==> config.mk <==
export PLATFORM = sky130hd
export DESIGN_NAME = replay_seq_arbiter
export DESIGN_NICKNAME = d
export VERILOG_FILES = /design/src/rtl/replay_seq_arbiter.sv
export SDC_FILE = /design/constraint.sdc
export NUM_CORES = 1
export LEC_CHECK = 0
export ABC_AREA = 1
export BUFFER_PORTS_ARGS = -buffer_cell sky130_fd_sc_hd__buf_2
export CELL_PAD_IN_SITES_DETAIL_PLACEMENT = 0
export CELL_PAD_IN_SITES_GLOBAL_PLACEMENT = 1
export CORE_AREA = 3 3 61 120
export DETAILED_ROUTE_END_ITERATION = 8
export DIE_AREA = 0 0 64 123
export PLACE_DENSITY_LB_ADDON = 0.1
export SLEW_MARGIN = 10
export SYNTH_ARGS = -nofsm -noshare
export SYNTH_HDL_FRONTEND = slang
export SYNTH_SLANG_ARGS = --single-unit
==> constraint.sdc <==
create_clock -name clk -period 4.9 [get_ports clk]
set_input_delay 0.245 -clock clk [delete_from_list [all_inputs] [get_ports clk]]
set_output_delay 0.245 -clock clk [all_outputs]
set_load 0.005 [all_outputs]
==> src/rtl/replay_seq_arbiter.sv <==
// -----------------------------------------------------------------------------
// replay_seq_arbiter
//
// Lets N requester streams share one replay buffer. The buffer input is granted
// to one requester for a whole sequence of LEN items, so items from different
// sequences never interleave. Requesters are picked round-robin. The ID of each
// granted sequence goes into a small tag FIFO. The FIFO is popped when the
// buffer output handshake shows the last item of the last repetition. This
// lets downstream logic see which requester owns the data currently replaying.
//
// Ports
//   clk       clock
//   rst       synchronous active-high reset (reset the buffer in the same cycle)
//   idat      requester data, requester k in bits [k*W +: W]
//   ivld      per-requester valid
//   irdy      per-requester ready (only the granted requester can see ready)
//   bdat      data to buffer input
//   bvld      valid to buffer input
//   brdy      ready from buffer input
//   mfin      tap of buffer ofin (final item of final repetition)
//   mvld      tap of buffer ovld
//   mrdy      tap of downstream ready on the buffer output
//   otag      requester ID of the sequence at the buffer output
//   otag_vld  otag is meaningful (tag FIFO non-empty)
// -----------------------------------------------------------------------------
module replay_seq_arbiter #(
    parameter int N    = 4,
    parameter int LEN  = 16,
    parameter int W    = 8,
    parameter int TAGS = 4
) (
    input  logic                      clk,
    input  logic                      rst,
    input  logic [N*W-1:0]            idat,
    input  logic [N-1:0]              ivld,
    output logic [N-1:0]              irdy,
    output logic [W-1:0]              bdat,
    output logic                      bvld,
    input  logic                      brdy,
    input  logic                      mfin,
    input  logic                      mvld,
    input  logic                      mrdy,
    output logic [$clog2(N)-1:0]      otag,
    output logic                      otag_vld
);

    localparam int IDW = $clog2(N);
    localparam int CW  = (LEN > 1) ? $clog2(LEN) : 1;
    localparam int PW  = (TAGS > 1) ? $clog2(TAGS) : 1;
    localparam int OW  = $clog2(TAGS + 1);

    localparam logic [IDW:0]   NUM_REQ  = (IDW + 1)'(N);
    localparam logic [CW-1:0]  CNT_LAST = CW'(LEN - 1);
    localparam logic [OW-1:0]  OCC_FULL = OW'(TAGS);

    localparam logic [0:0] ST_IDLE = 1'b0;
    localparam logic [0:0] ST_BUSY = 1'b1;

    // Parameter sanity checks at elaboration time.
    if (N < 2) begin : g_bad_n
        $error("replay_seq_arbiter: N must be >= 2");
    end
    if (LEN == 0) begin : g_bad_len
        $error("replay_seq_arbiter: LEN must be >= 1");
    end
    if (TAGS == 0) begin : g_bad_tags
        $error("replay_seq_arbiter: TAGS must be >= 1");
    end

    // ------------------------------------------------------------------
    // State
    // ------------------------------------------------------------------
    logic [0:0]      state_reg, state_next;
    logic [IDW-1:0]  sel_reg,   sel_next;
    logic [CW-1:0]   cnt_reg,   cnt_next;
    logic [IDW-1:0]  ptr_reg,   ptr_next;

    logic [IDW-1:0]  tag_mem [TAGS];
    logic [PW-1:0]   wr_ptr_reg, wr_ptr_next;
    logic [PW-1:0]   rd_ptr_reg, rd_ptr_next;
    logic [OW-1:0]   occ_reg,    occ_next;

    logic            busy;
    logic            beat;
    logic            grant;
    logic            fifo_full;
    logic            pop_req;
    logic            pop;

    // ------------------------------------------------------------------
    // Per-requester fan-in/fan-out
    // ------------------------------------------------------------------
    logic [W-1:0] idat_arr [N];

    assign busy = (state_reg == ST_BUSY);

    genvar gi;
    generate
        for (gi = 0; gi < N; gi++) begin : g_req
            assign idat_arr[gi] = idat[gi*W +: W];
            // Only the granted requester can see the buffer's ready.
            assign irdy[gi]     = busy && (sel_reg == IDW'(gi)) && brdy;
        end
    endgenerate

    assign bdat = idat_arr[sel_reg];
    assign bvld = busy && ivld[sel_reg];
    assign beat = bvld && brdy;

    // ------------------------------------------------------------------
    // Round-robin winner: rotate the valid vector so the priority pointer
    // lands at bit 0, then take the lowest set bit. The offset is added
    // back to the pointer modulo N.
    // ------------------------------------------------------------------
    logic [N-1:0]   req_rot;
    logic [IDW-1:0] win_off;
    logic [IDW:0]   win_sum;
    logic [IDW-1:0] win_id;
    logic           win_found;

    assign req_rot = N'({ivld, ivld} >> ptr_reg);

    always_comb begin
        win_off   = '0;
        win_found = |req_rot;
        for (int i = N - 1; i >= 0; i--) begin
            if (req_rot[i]) begin
                win_off = IDW'(i);
            end
        end
    end

    assign win_sum = {1'b0, ptr_reg} + {1'b0, win_off};
    assign win_id  = (win_sum >= NUM_REQ) ? IDW'(win_sum - NUM_REQ) : win_sum[IDW-1:0];

    // ------------------------------------------------------------------
    // Sequence FSM
    // ------------------------------------------------------------------
    // Fullness uses the registered occupancy: a pop in this cycle does
    // not unblock a grant until the next cycle.
    assign fifo_full = (occ_reg == OCC_FULL);

    always_comb begin
        state_next = state_reg;
        sel_next   = sel_reg;
        cnt_next   = cnt_reg;
        ptr_next   = ptr_reg;
        grant      = 1'b0;
        case (state_reg)
            ST_IDLE: begin
                if (win_found && !fifo_full) begin
                    grant      = 1'b1;
                    sel_next   = win_id;
                    ptr_next   = (win_id == IDW'(N - 1)) ? '0 : win_id + 1'b1;
                    cnt_next   = '0;
                    state_next = ST_BUSY;
                end
            end
            ST_BUSY: begin
                if (beat) begin
                    if (cnt_reg == CNT_LAST) begin
                        cnt_next   = '0;
                        state_next = ST_IDLE;
                    end else begin
                        cnt_next = cnt_reg + 1'b1;
                    end
                end
            end
            default: begin
                state_next = ST_IDLE;
            end
        endcase
    end

    always_ff @(posedge clk) begin
        if (rst) begin
            state_reg <= ST_IDLE;
            sel_reg   <= '0;
            cnt_reg   <= '0;
            ptr_reg   <= '0;
        end else begin
            state_reg <= state_next;
            sel_reg   <= sel_next;
            cnt_reg   <= cnt_next;
            ptr_reg   <= ptr_next;
        end
    end

    // ------------------------------------------------------------------
    // Tag FIFO
    // ------------------------------------------------------------------
    function automatic logic [PW-1:0] ptr_inc(input logic [PW-1:0] p);
        return (p == PW'(TAGS - 1)) ? '0 : p + 1'b1;
    endfunction

    assign pop_req = mfin && mvld && mrdy;
    // A pop with nothing stored is a protocol error upstream; drop it.
    assign pop     = pop_req && (occ_reg != '0);

    always_comb begin
        wr_ptr_next = grant ? ptr_inc(wr_ptr_reg) : wr_ptr_reg;
        rd_ptr_next = pop   ? ptr_inc(rd_ptr_reg) : rd_ptr_reg;
        occ_next    = occ_reg;
        if (grant && !pop) begin
            occ_next = occ_reg + 1'b1;
        end else if (!grant && pop) begin
            occ_next = occ_reg - 1'b1;
        end
    end

    always_ff @(posedge clk) begin
        if (rst) begin
            wr_ptr_reg <= '0;
            rd_ptr_reg <= '0;
            occ_reg    <= '0;
        end else begin
            wr_ptr_reg <= wr_ptr_next;
            rd_ptr_reg <= rd_ptr_next;
            occ_reg    <= occ_next;
        end
    end

    // Storage has no reset; occupancy alone decides what is valid.
    always_ff @(posedge clk) begin
        if (grant) begin
            tag_mem[wr_ptr_reg] <= win_id;
        end
    end

    assign otag     = tag_mem[rd_ptr_reg];
    assign otag_vld = (occ_reg != '0);

    // Simulation-only protocol check.
    always_ff @(posedge clk) begin
        if (!rst) begin
            assert (!(pop_req && (occ_reg == '0)))
                else $error("replay_seq_arbiter: tag pop while tag FIFO empty");
        end
    end

endmodule

==> metrics.log, run 1 <==
INFO  metric dp.final_hpwl = 3790 um
INFO  metric syn_inst = 220
INFO  metric timing_worst_slew_pin_value = about 0.42 ns
INFO  metric detail_route.wl_per_cell = 12.4 um
INFO  metric setup_tns = 0 ns
INFO  metric cts_resized = 0
INFO  metric die_x = 64 um
INFO  metric vias_post_dr = 1,642
INFO  metric timing.critical_path.arrival = 2.56 ns
INFO  metric core_region_area = 6570 sq um
INFO  metric setup.reg_to_reg.worst_slack = roughly 2.5 ns
INFO  metric number_of_antenna_violations_at_the_first_check_in_global_routing = 0
INFO  metric detail_route.first_pass.iterations = 4
INFO  metric placed_area = 1990 sq um
INFO  metric endpoint_of_the_worst_slack_reg_to_reg_timing_path = occ_reg[2]$_SDFFE_PP0P_
INFO  metric timing.final.crit_share = 49.2%
INFO  metric drt_wl_total = 4510 um
INFO  metric slew-limit-headroom = 71.7%
INFO  metric gr-usage-all-layers = 12.0%
INFO  metric worstPathMaxFanout = 7
INFO  metric largest_reg_flops = 8
INFO  metric synth_seq_cells = 26
INFO  metric timing.critical_path.required = 5.05 ns
INFO  metric pwr_density_cell = 586 nW/um^2
INFO  metric timing.final.crit_period = 2.41 ns
INFO  metric first_global_vias = around 1,600
INFO  metric setup.worst_path.class = flop to flop
INFO  metric clock_input_transition_at_the_sequential_cells_of_the_worst_setup_and_hold_paths = about 0.07 ns
INFO  metric fin_hold_ws = 0.263 ns
INFO  metric run_status = finished clean
INFO  metric timing_max_transition_violations_final = 0
INFO  metric synth_ff_type = dfxtp_1
INFO  metric cts_tree = built
INFO  metric placedCellCount = 361
INFO  metric drc = 0
INFO  metric cts.repair_timing.setup_buffer_count = 0
INFO  metric grt_start_max_net_pins = 16
INFO  metric finalSetupViolations = 0
INFO  metric cap_violations = 0
INFO  metric reg2reg_depth = 13
INFO  metric die-height = between 100 and 150 um
INFO  metric start_kind = flop
INFO  metric hold_end = cnt_reg[3]$_SDFFE_PP0P_
INFO  metric proportion_of_layout_cells_with_a_drive_suffix_above_1 = between 20% and 30%
INFO  metric start_util = between 20% and 30%
INFO  metric maxClockFrequency = 0.415 GHz
INFO  metric total_leakage_power = 0.000982 uW
INFO  metric synth-edff-count = 8
INFO  metric via_per_inst = 4.50
INFO  metric cts_made_buffers = 3
INFO  metric grt_overflow = 0
INFO  metric holdBufCountCts = 0
INFO  metric final_cell_count_no_fill = 365
INFO  metric min_path_type = input port to flop
INFO  metric rr_startpoint = ptr_reg[1]$_SDFFE_PP0P_
INFO  metric synth_seq_area_share = 37.0%
INFO  metric whs_path_depth = 2
INFO  metric maximum_number_of_buffers_from_clock_root_to_sink = 2
INFO  metric clk_latency = 0.26 ns
INFO  metric endpoint_kind = flop
INFO  metric ys_warn_count = 0
INFO  metric synth-async-reset-ratio = 0%
INFO  metric postSynthNetCount = approximately 270
INFO  metric yosysUniqueCellTypes = 28
INFO  metric htree_levels = 1
INFO  metric root_buffer = clkbuf_16
INFO  metric hp-start = rst
INFO  metric diodes = 0
INFO  metric floorplan.io_pins = 58
INFO  metric ir_drop = between 0.0002 and 0.0003 V
INFO  metric cts_num_sinks = 26
INFO  metric synth_area = ~1600 sq um
INFO  metric die_area = 7870 sq um
INFO  metric rsz_0062_raised_after_global_routing = false
INFO  metric antenna_violating_nets_left = 0
INFO  metric syn_avg_cell_area = roughly 7.4 sq um
INFO  metric post_route_clock_skew = roughly 0.0048 ns
INFO  metric report.final.hold_viol_count = 0
INFO  metric initialDrtViolationCount = 64
INFO  metric post_route_cell_area = between 2000 and 2500 sq um
INFO  metric synthToLayoutAreaGrowth = 29.3%
INFO  metric design.final.nets = between 300 and 400
INFO  metric portBuffers = 57
INFO  metric total_power = 1230 uW
INFO  metric grt_first_pass_wirelength = around 7300 um
INFO  metric row_count = between 40 and 50
INFO  metric gp_congestion = 0.704
-- layout make-up --
| class | count | area (sq um) |
|---|---|---|
| clock buffer | 3 | 75.1 |
| clock inverter | 1 | 30.0 |
| fill | 735 | 4470 |
| inverter | 25 | 93.8 |
| multi-input combinational | 165 | 905 |
| sequential | 26 | 601 |
| tap | 88 | 110 |
| timing repair buffer | 57 | 285 |
-- how the worst max path moves through the flow --
stage,start,cells after the start,end
after floorplan,ptr_reg[0]$_SDFFE_PP0P_,13,occ_reg[2]$_SDFFE_PP0P_
after global placement,ptr_reg[1]$_SDFFE_PP0P_,13,occ_reg[2]$_SDFFE_PP0P_
after detailed placement,ptr_reg[1]$_SDFFE_PP0P_,13,occ_reg[2]$_SDFFE_PP0P_
after CTS,ptr_reg[1]$_SDFFE_PP0P_,13,occ_reg[2]$_SDFFE_PP0P_
after global routing,ptr_reg[1]$_SDFFE_PP0P_,13,occ_reg[2]$_SDFFE_PP0P_
final,ptr_reg[1]$_SDFFE_PP0P_,13,occ_reg[2]$_SDFFE_PP0P_
-- per-layer routing --
metal	routed length [um]	share of wire, %	GRT usage, %	vias up
met5	0	0	0	-
met4	116	2.6	5.68	0
met3	290	6.4	2.18	7
met2	2560	57	24.4	56
met1	1550	34	10.8	727
li1	-	-	-	852
-- cell usage in the layout, fill, tap and decap left out --
cell and n:
nand2_1 50, xor2_1 1, nor3_1 3, nand3_2 2, a21oi_1 16, nand2_2 4
fa_1 1, buf_2 57, dfxtp_1 18, bufinv_16 1, nor2_2 1, nor2_1 25
clkbuf_16 3, nand2_4 1, o22ai_1 2, nor4_1 1, a22oi_1 12, nand4_1 2
o21ai_0 13, ha_1 9, inv_1 22, nor2_4 2, o21ai_4 1, or3_1 1
a21boi_0 1, edfxtp_1 8, nand3_1 17, inv_2 3
-- where the power goes --
group / total [uW] / switching [uW] / internal (uW)
Sequential: 377 / 63.8 / 313
Clock: 238 / 75.5 / 163
Combinational: 616 / 382 / 235
-- through the flow --
step / util, % / setup WS, ns
3_3_place_gp: 30.4 / 2.48
4_1_cts: 32.0 / 2.48
2_1_floorplan: - / 2.82
6_report: 32.0 / 2.49
5_1_grt: 32.0 / 2.14
3_5_place_dp: 30.4 / 2.48
-- cell families (layout without fill, tap and decap cells) --
kind of cell | Yosys count | after routing | share of synthesized area [%]
compound gates | 45 | 45 | 16.7
fa+ha+maj | 10 | 10 | 8.17
flops | 26 | 26 | 37.0
xor+xnor | 1 | 1 | 0.539
simple gates | 109 | 109 | 30.3
buf+inv | 29 | 86 | 7.32
-- Yosys cell counts, types with 2 or more instances --
library cell  count  area [sq um]
o22ai_1           2          12.5
buf_2             2          10.0
nor2_4            2          22.5
nand3_2           2          20.0
inv_2             3          11.3
nor2_1           25          93.8
nand2_2           4          25.0
nand2_1          50           188
a21oi_1          16          80.1
nand4_1           2          12.5
ha_1              9           113
dfxtp_1          18           360
inv_1            22          82.6
nor3_1            3          15.0
a22oi_1          12          90.1
nand3_1          17          85.1
edfxtp_1          8           240
o21ai_0          13          65.1
-- worst max-delay path, stage by stage (launching register included) --
cell and delay (ns):
dfxtp_1 0.50, inv_1 0.17, nand3_1 0.11, nand2_1 0.08, nand2_2 0.11, nor2_1 0.07
nor2_4 0.17, ha_1 0.17, inv_1 0.07, fa_1 0.38, a21oi_1 0.14, o21ai_0 0.11
o21ai_0 0.16, a21oi_1 0.05
(Power assumes the default switching activity.)
==> inputs of run 2 (changes only) <==
Clock period 4.9 ns to 2.4 ns, I/O delays scaled along.
==> run 2 against run 1 <==
Die area is the same; clock-buffer cell count is the same; non-clock buffer count grew 4; register-to-register slack got worse by 2.2 ns; sequential share of layout area fell by 0.24 points; clock skew down 0.0028 ns; total power grew 110%; first-iteration DRC count up 31%; worst setup slack got worse by 2.2 ns; utilization rose by 0.53 points; critical path type unchanged; largest cell class unchanged; largest power group unchanged; highest routed layer unchanged.
==> metrics.log, run 2 (synthesis gave the netlist of run 1 again) <==
INFO  metric timing.final.crit_period = 2.15 ns (was 2.41 ns)
INFO  metric die-height = 123 um (unchanged)
INFO  metric timing.critical_path.buf_inv = 2 (unchanged)
INFO  metric initialDrtViolationCount = 84 (was 64)
INFO  metric vias_post_dr = 1,680 (was 1,642)
INFO  metric path_cells = inv_2 -> nand2_1 -> nand3_1 -> nand2_1 -> nand2_2 -> nor2_1 -> nor2_4 -> ha_1 -> inv_1 -> fa_1 -> a21oi_1 -> o21ai_0 -> o21ai_0 -> a21oi_1 (was inv_1 -> nand3_1 -> nand2_1 -> nand2_2 -> nor2_1 -> nor2_4 -> ha_1 -> inv_1 -> fa_1 -> a21oi_1 -> o21ai_0 -> o21ai_0 -> a21oi_1)
INFO  metric start_util = 24.7% (unchanged)
INFO  metric grt_first_pass_wirelength = 7330 um (was 7260 um)
INFO  metric largest_reg_flops = 8 (unchanged)
INFO  metric critical-path-top-delay-family = simple AND/OR/NAND/NOR gates (was adder cells)
INFO  metric total_leakage_power = 0.00100 uW (was 0.000982 uW)
INFO  metric setup_tns = 0 ns (unchanged)
INFO  metric run_status = finished clean (unchanged)
INFO  metric number_of_antenna_violations_at_the_first_check_in_global_routing = 0 (unchanged)
INFO  metric worstPathMaxFanout = 8 (was 7)
INFO  metric row_count = 42 (unchanged)
INFO  metric placed_area = 2020 sq um (was 1990 sq um)
INFO  metric post_route_clock_skew = 0.00196 ns (was 0.00480 ns)
INFO  metric slew-limit-headroom = 72.4% (was 71.7%)
INFO  metric report.final.hold_viol_count = 0 (unchanged)
INFO  metric post_route_cell_area = 2130 sq um (was 2100 sq um)
INFO  metric clockPowerShare = 19.0% (was 19.3%)
INFO  metric detail_route.wl_per_cell = 12.3 um (was 12.4 um)
INFO  metric most_common_cell_after_layout_fill_and_taps_aside = buf_2 (unchanged)
INFO  metric critical-path-slowest-cell = fa_1 (was dfxtp_1)
INFO  metric drc = 0 (unchanged)
INFO  metric pwr_density_cell = 1210 nW/um^2 (was 586 nW/um^2)
INFO  metric die_area = 7870 sq um (unchanged)
INFO  metric diodes = 0 (unchanged)
INFO  metric gp_congestion = 0.697 (was 0.704)
INFO  metric synthToLayoutAreaGrowth = 31.4% (was 29.3%)
INFO  metric setup.reg_to_reg.worst_slack = 0.25 ns (was 2.49 ns)
INFO  metric antenna_violating_nets_left = 0 (unchanged)
INFO  metric grt_overflow = 0 (unchanged)
INFO  metric portBuffers = 57 (unchanged)
INFO  metric maximum_number_of_buffers_from_clock_root_to_sink = 2 (unchanged)
INFO  metric cts_num_sinks = 26 (unchanged)
INFO  metric maxClockFrequency = 0.466 GHz (was 0.415 GHz)
INFO  metric min_path_type = input port to flop (unchanged)
INFO  metric proportion_of_layout_cells_with_a_drive_suffix_above_1 = 28.8% (was 27.1%)
INFO  metric rr_startpoint = ptr_reg[0]$_SDFFE_PP0P_ (was ptr_reg[1]$_SDFFE_PP0P_)
INFO  metric hp-start = rst (unchanged)
INFO  metric detail_route.first_pass.iterations = 4 (unchanged)
INFO  metric timing.critical_path.slowest_cell_delay = 0.38 ns (was 0.50 ns)
INFO  metric endpoint_kind = flop (unchanged)
INFO  metric timing.critical_path.required = 2.55 ns (was 5.05 ns)
INFO  metric ir_drop = 0.000470 V (was 0.000281 V)
INFO  metric final_cell_count_no_fill = 369 (was 365)
INFO  metric htree_levels = 1 (unchanged)
INFO  metric most-common-layout-cells = 57 x buf_2, 50 x nand2_1, 25 x nor2_1, 22 x inv_1, 17 x nand3_1 (was 57 x buf_2, 50 x nand2_1, 25 x nor2_1, 22 x inv_1, 18 x dfxtp_1)
INFO  metric rsz_0062_raised_after_global_routing = false (unchanged)
INFO  metric setup.worst_path.class = flop to flop (unchanged)
INFO  metric dp.final_hpwl = 3810 um (was 3790 um)
INFO  metric start_kind = flop (unchanged)
INFO  metric p_sw = 1080 uW (was 521 uW)
INFO  metric via_per_inst = 4.55 (was 4.50)
INFO  metric fraction_of_power_spent_switching_nets = 41.8% (was 42.3%)
INFO  metric timing_worst_slew_pin_value = 0.412 ns (was 0.424 ns)
INFO  metric clk_latency = 0.26 ns (about the same)
INFO  metric design.final.nets = 334 (was 330)
INFO  metric total_power = 2580 uW (was 1230 uW)
INFO  metric core_region_area = 6570 sq um (unchanged)
INFO  metric gr-usage-all-layers = 12.1% (was 12.0%)
INFO  metric grt_start_max_net_pins = 16 (unchanged)
INFO  metric power.combinational.fraction = 51.3% (was 50.1%)
INFO  metric whs_path_depth = 2 (unchanged)
INFO  metric root_buffer = clkbuf_16 (unchanged)
INFO  metric seqPwrFrac = 29.7% (was 30.6%)
INFO  metric timing.final.crit_share = 89.4% (was 49.2%)
INFO  metric timing_max_transition_violations_final = 0 (unchanged)
INFO  metric endpoint_of_the_worst_slack_reg_to_reg_timing_path = occ_reg[2]$_SDFFE_PP0P_ (unchanged)
INFO  metric cap_violations = 0 (unchanged)
INFO  metric clock_input_transition_at_the_sequential_cells_of_the_worst_setup_and_hold_paths = 0.07 ns (about the same)
INFO  metric reg2reg_depth = 14 (was 13)
INFO  metric hold_end = sel_reg[1]$_SDFFE_PP0P_ (was cnt_reg[3]$_SDFFE_PP0P_)
INFO  metric fin_hold_ws = 0.133 ns (was 0.263 ns)
INFO  metric timing.critical_path.arrival = 2.30 ns (was 2.56 ns)
INFO  metric die_x = 64 um (unchanged)
INFO  metric floorplan.io_pins = 58 (unchanged)
INFO  metric cts_made_buffers = 3 (unchanged)
INFO  metric first_global_vias = 1,635 (was 1,572)
INFO  metric finalSetupViolations = 0 (unchanged)
INFO  metric placedCellCount = 365 (was 361)
INFO  metric cts_tree = built (unchanged)
INFO  metric p_int = 1500 uW (was 710 uW)
INFO  metric drt_wl_total = 4550 um (was 4510 um)
==> run 2: changes by cell type in the layout (fill, tap and decap cells not counted), sizes merged <==
| cell | change |
|---|---|
| buf | +4 |
==> run 2: per-stage QoR <==
step / utilization, % / setup slack (ns)
2_1_floorplan: - / 0.320
3_3_place_gp: 30.8 / 0.154
3_5_place_dp: 30.8 / 0.139
4_1_cts: 32.4 / 0.113
5_1_grt: 32.5 / 0.00799
6_report: 32.5 / 0.255
==> run 2: repair_timing <==
| item | CTS | global route |
|---|---|---|
| endpoints found under the setup margin | 0 | 3 |
| hold buffers | 0 | 0 |
| buffers inserted | 0 | 0 |
| resized for setup | 0 | 3 |
==> run 2: cell type report <==
class	count	area, sq um
clock buffer	3	75.1
sequential	26	606
clock inverter	1	30.0
multi-input combinational	165	905
timing repair buffer	61	315
fill	713	4430
tap	88	110
inverter	25	93.8
==> run 2: power groups by stage <==
| stage | combinational [uW] | sequential [uW] | clock (uW) |
|---|---|---|---|
| floorplan | 926 | 721 | 0 |
| detailed placement | 1350 | 775 | 0 |
| global route | 1530 | 787 | 517 |
| finish | 1320 | 766 | 490 |
| global placement | 1370 | 772 | 0 |
| CTS | 1350 | 766 | 501 |
==> run 2: how the worst max path moves through the flow <==
stage / slack [ns] / start / cells past startpoint / to
finish: 0.25 / ptr_reg[0]$_SDFFE_PP0P_ / 14 / occ_reg[2]$_SDFFE_PP0P_
CTS: 0.11 / ptr_reg[0]$_SDFFE_PP0P_ / 13 / occ_reg[2]$_SDFFE_PP0P_
global route: 0.008 / ptr_reg[0]$_SDFFE_PP0P_ / 14 / occ_reg[2]$_SDFFE_PP0P_
global placement: 0.15 / ptr_reg[0]$_SDFFE_PP0P_ / 13 / occ_reg[2]$_SDFFE_PP0P_
detailed placement: 0.14 / ptr_reg[0]$_SDFFE_PP0P_ / 13 / occ_reg[2]$_SDFFE_PP0P_
floorplan: 0.32 / ptr_reg[0]$_SDFFE_PP0P_ / 13 / occ_reg[2]$_SDFFE_PP0P_
==> run 2: layer usage <==
| metal | track usage (%) | vias to the layer above | part of all wire, % |
|---|---|---|---|
| met5 | 0 | - | 0 |
| met4 | 6.50 | 0 | 1.9 |
| met3 | 1.64 | 6 | 6.5 |
| met2 | 25.7 | 65 | 57 |
| met1 | 10.1 | 750 | 34 |
| li1 | - | 859 | - |
==> inputs of run 3 (changes only) <==
Clock period 2.4 ns to 2.1 ns, I/O delays scaled along.
==> run 3 against run 2 <==
Cell count up 4.1%; global-route usage up 0.45 points; sequential share of layout area down 2.4 points; hold slack worse by 0.014 ns; sequential cell count unchanged; register-to-register slack worse by 0.20 ns; via count up 1.8%; combinational power up 39%; non-clock buffer count up 15.
==> metrics.log, run 3 (synthesis gave the netlist of run 1 again) <==
INFO  metric timing.final.crit_period = 2.05 ns (was 2.15 ns)
INFO  metric die_area = 7870 sq um (unchanged)
INFO  metric gp_congestion = 0.727 (was 0.697)
INFO  metric run_status = finished clean (unchanged)
INFO  metric ir_drop = 0.000623 V (was 0.000470 V)
INFO  metric worstPathMaxFanout = 6 (was 8)
INFO  metric dp.final_hpwl = 3910 um (was 3810 um)
INFO  metric clock_input_transition_at_the_sequential_cells_of_the_worst_setup_and_hold_paths = 0.07 ns (about the same)
INFO  metric grt_overflow = 0 (unchanged)
INFO  metric total_power = 3270 uW (was 2580 uW)
INFO  metric critical-path-top-delay-family = adder cells (was simple AND/OR/NAND/NOR gates)
INFO  metric detail_route.first_pass.iterations = 4 (unchanged)
INFO  metric portBuffers = 57 (unchanged)
INFO  metric pwr_density_cell = 1400 nW/um^2 (was 1210 nW/um^2)
INFO  metric vias_post_dr = 1,711 (was 1,680)
INFO  metric most-common-layout-cells = 57 x buf_2, 42 x nand2_1, 24 x nor2_1, 20 x inv_1, 17 x buf_4 (was 57 x buf_2, 50 x nand2_1, 25 x nor2_1, 22 x inv_1, 17 x nand3_1)
INFO  metric cts_num_sinks = 26 (unchanged)
INFO  metric drt_wl_total = 4690 um (was 4550 um)
INFO  metric timing_max_transition_violations_final = 0 (unchanged)
INFO  metric grt_first_pass_wirelength = 7710 um (was 7330 um)
INFO  metric drc = 0 (unchanged)
INFO  metric placedCellCount = 379 (was 365)
INFO  metric core_region_area = 6570 sq um (unchanged)
INFO  metric start_kind = flop (unchanged)
INFO  metric setup.worst_path.class = flop to flop (unchanged)
INFO  metric rsz_0062_raised_after_global_routing = true (was false)
INFO  metric n_fill_cell = 744 (was 713)
INFO  metric cts_made_buffers = 3 (unchanged)
INFO  metric final_cell_count_no_fill = 384 (was 369)
INFO  metric start_util = 24.7% (unchanged)
INFO  metric timing.critical_path.slowest_cell_delay = 0.38 ns (about the same)
INFO  metric report.final.hold_viol_count = 0 (unchanged)
INFO  metric die-height = 123 um (unchanged)
INFO  metric min_path_type = input port to flop (unchanged)
INFO  metric antenna_violating_nets_left = 0 (unchanged)
INFO  metric via_per_inst = 4.46 (was 4.55)
INFO  metric timing.critical_path.required = 2.25 ns (was 2.55 ns)
INFO  metric finalSetupViolations = 0 (unchanged)
INFO  metric slew-limit-headroom = 70.9% (was 72.4%)
INFO  metric most_common_cell_after_layout_fill_and_taps_aside = buf_2 (unchanged)
INFO  metric initialDrtViolationCount = 73 (was 84)
INFO  metric register_area = 608 sq um (was 606 sq um)
INFO  metric first_global_vias = 1,688 (was 1,635)
INFO  metric die_x = 64 um (unchanged)
INFO  metric proportion_of_layout_cells_with_a_drive_suffix_above_1 = 38.9% (was 28.8%)
INFO  metric cap_violations = 0 (unchanged)
INFO  metric clk_latency = 0.26 ns (about the same)
INFO  metric design.final.nets = 349 (was 334)
INFO  metric critical-path-slowest-cell = dfxtp_4 (was fa_1)
INFO  metric root_buffer = clkbuf_16 (unchanged)
INFO  metric row_count = 42 (unchanged)
INFO  metric diodes = 0 (unchanged)
INFO  metric path_cells = inv_6 -> nand2_4 -> nand3_2 -> nand2_2 -> buf_6 -> nand2_4 -> nor2_4 -> nor2_4 -> ha_2 -> inv_2 -> fa_2 -> a21oi_2 -> o21ai_1 -> o21ai_1 -> a21oi_1 (was inv_2 -> nand2_1 -> nand3_1 -> nand2_1 -> nand2_2 -> nor2_1 -> nor2_4 -> ha_1 -> inv_1 -> fa_1 -> a21oi_1 -> o21ai_0 -> o21ai_0 -> a21oi_1)
INFO  metric post_route_clock_skew = 0.00834 ns (was 0.00196 ns)
INFO  metric timing.critical_path.buf_inv = 3 (was 2)
INFO  metric endpoint_kind = flop (unchanged)
INFO  metric number_of_antenna_violations_at_the_first_check_in_global_routing = 0 (unchanged)
INFO  metric synthToLayoutAreaGrowth = 44.0% (was 31.4%)
INFO  metric grt_start_max_net_pins = 16 (unchanged)
INFO  metric timing.final.crit_share = 97.6% (was 89.4%)
INFO  metric setup_tns = 0 ns (unchanged)
INFO  metric multi_input_area = 981 sq um (was 905 sq um)
INFO  metric timing_worst_slew_pin_value = 0.436 ns (was 0.412 ns)
INFO  metric largest_reg_flops = 8 (unchanged)
INFO  metric detail_route.wl_per_cell = 12.2 um (was 12.3 um)
INFO  metric gr-usage-all-layers = 12.5% (was 12.1%)
INFO  metric maximum_number_of_buffers_from_clock_root_to_sink = 2 (unchanged)
INFO  metric holdBufCountCts = 0 (unchanged)
INFO  metric htree_levels = 1 (unchanged)
INFO  metric maxClockFrequency = 0.488 GHz (was 0.466 GHz)
INFO  metric cts_tree = built (unchanged)
INFO  metric timing.critical_path.arrival = 2.20 ns (was 2.30 ns)
INFO  metric total_leakage_power = 0.00110 uW (was 0.00100 uW)
INFO  metric floorplan.io_pins = 58 (unchanged)
==> run 3: changes by cell type in the layout (fill, tap and decap cells not counted), moves of 3 or more <==
cell     previous run  this run
nand3_2             2         7
nand2_1            50        42
buf_4               4        17
nand2_4             1         4
nand3_1            17        12
nand2_2             4         9
==> run 3: final timing paths <==
kind / endpoint / start / depth (start not counted) / slack (ns)
setup / recovery: occ_reg[2]$_SDFFE_PP0P_ / ptr_reg[0]$_SDFFE_PP0P_ / 15 / 0.05
hold / removal: cnt_reg[3]$_SDFFE_PP0P_ / rst / 2 / 0.12
setup reg to reg: occ_reg[2]$_SDFFE_PP0P_ / ptr_reg[0]$_SDFFE_PP0P_ / 15 / 0.05
hold reg to reg: rd_ptr_reg[1]$_SDFFE_PP0P_ / rd_ptr_reg[1]$_SDFFE_PP0P_ / 2 / 0.49
==> run 3: power breakdown <==
part           switching [uW]  internal (uW)
clock                     176            379
sequential                142            738
combinational            1020            815
==> run 3: layout make-up <==
class / count / share of cell area, %
Tap cell: 88 / 4.71
Clock buffer: 3 / 3.21
Clock inverter: 1 / 1.28
Inverter: 25 / 4.23
Timing Repair Buffer: 76 / 18.6
Multi-Input combinational cell: 165 / 41.9
Sequential cell: 26 / 26.0
==> run 3: layer usage <==
| metal | GRT usage, % | up-vias | routed length, um |
|---|---|---|---|
| met5 | 0 | - | 0 |
| met3 | 2.18 | 6 | 272 |
| li1 | - | 892 | - |
| met2 | 25.3 | 59 | 2710 |
| met1 | 11.8 | 754 | 1620 |
| met4 | 5.55 | 0 | 81 |
==> run 3: stage by stage <==
| stage | area, sq um | hold WS [ns] | setup slack [ns] | util (%) |
|---|---|---|---|---|
| final | 2340 | 0.119 | 0.0500 | 35.6 |
| after global routing | 2340 | 0.120 | -0.103 | 35.6 |
| after CTS | 2240 | 0.120 | 0.0335 | 34.2 |
| after detailed placement | 2130 | 0.403 | -0.177 | 32.4 |
| after global placement | 2130 | 0.398 | -0.122 | 32.4 |
| after floorplan | 1620 | 0.174 | 0.0198 | - |
==> run 3: repair_timing <==
action | in CTS | in global routing
buffers inserted | 0 | 1
setup endpoints to repair | 2 | 8
pin swaps | 0 | 7
gates resized for setup | 8 | 26
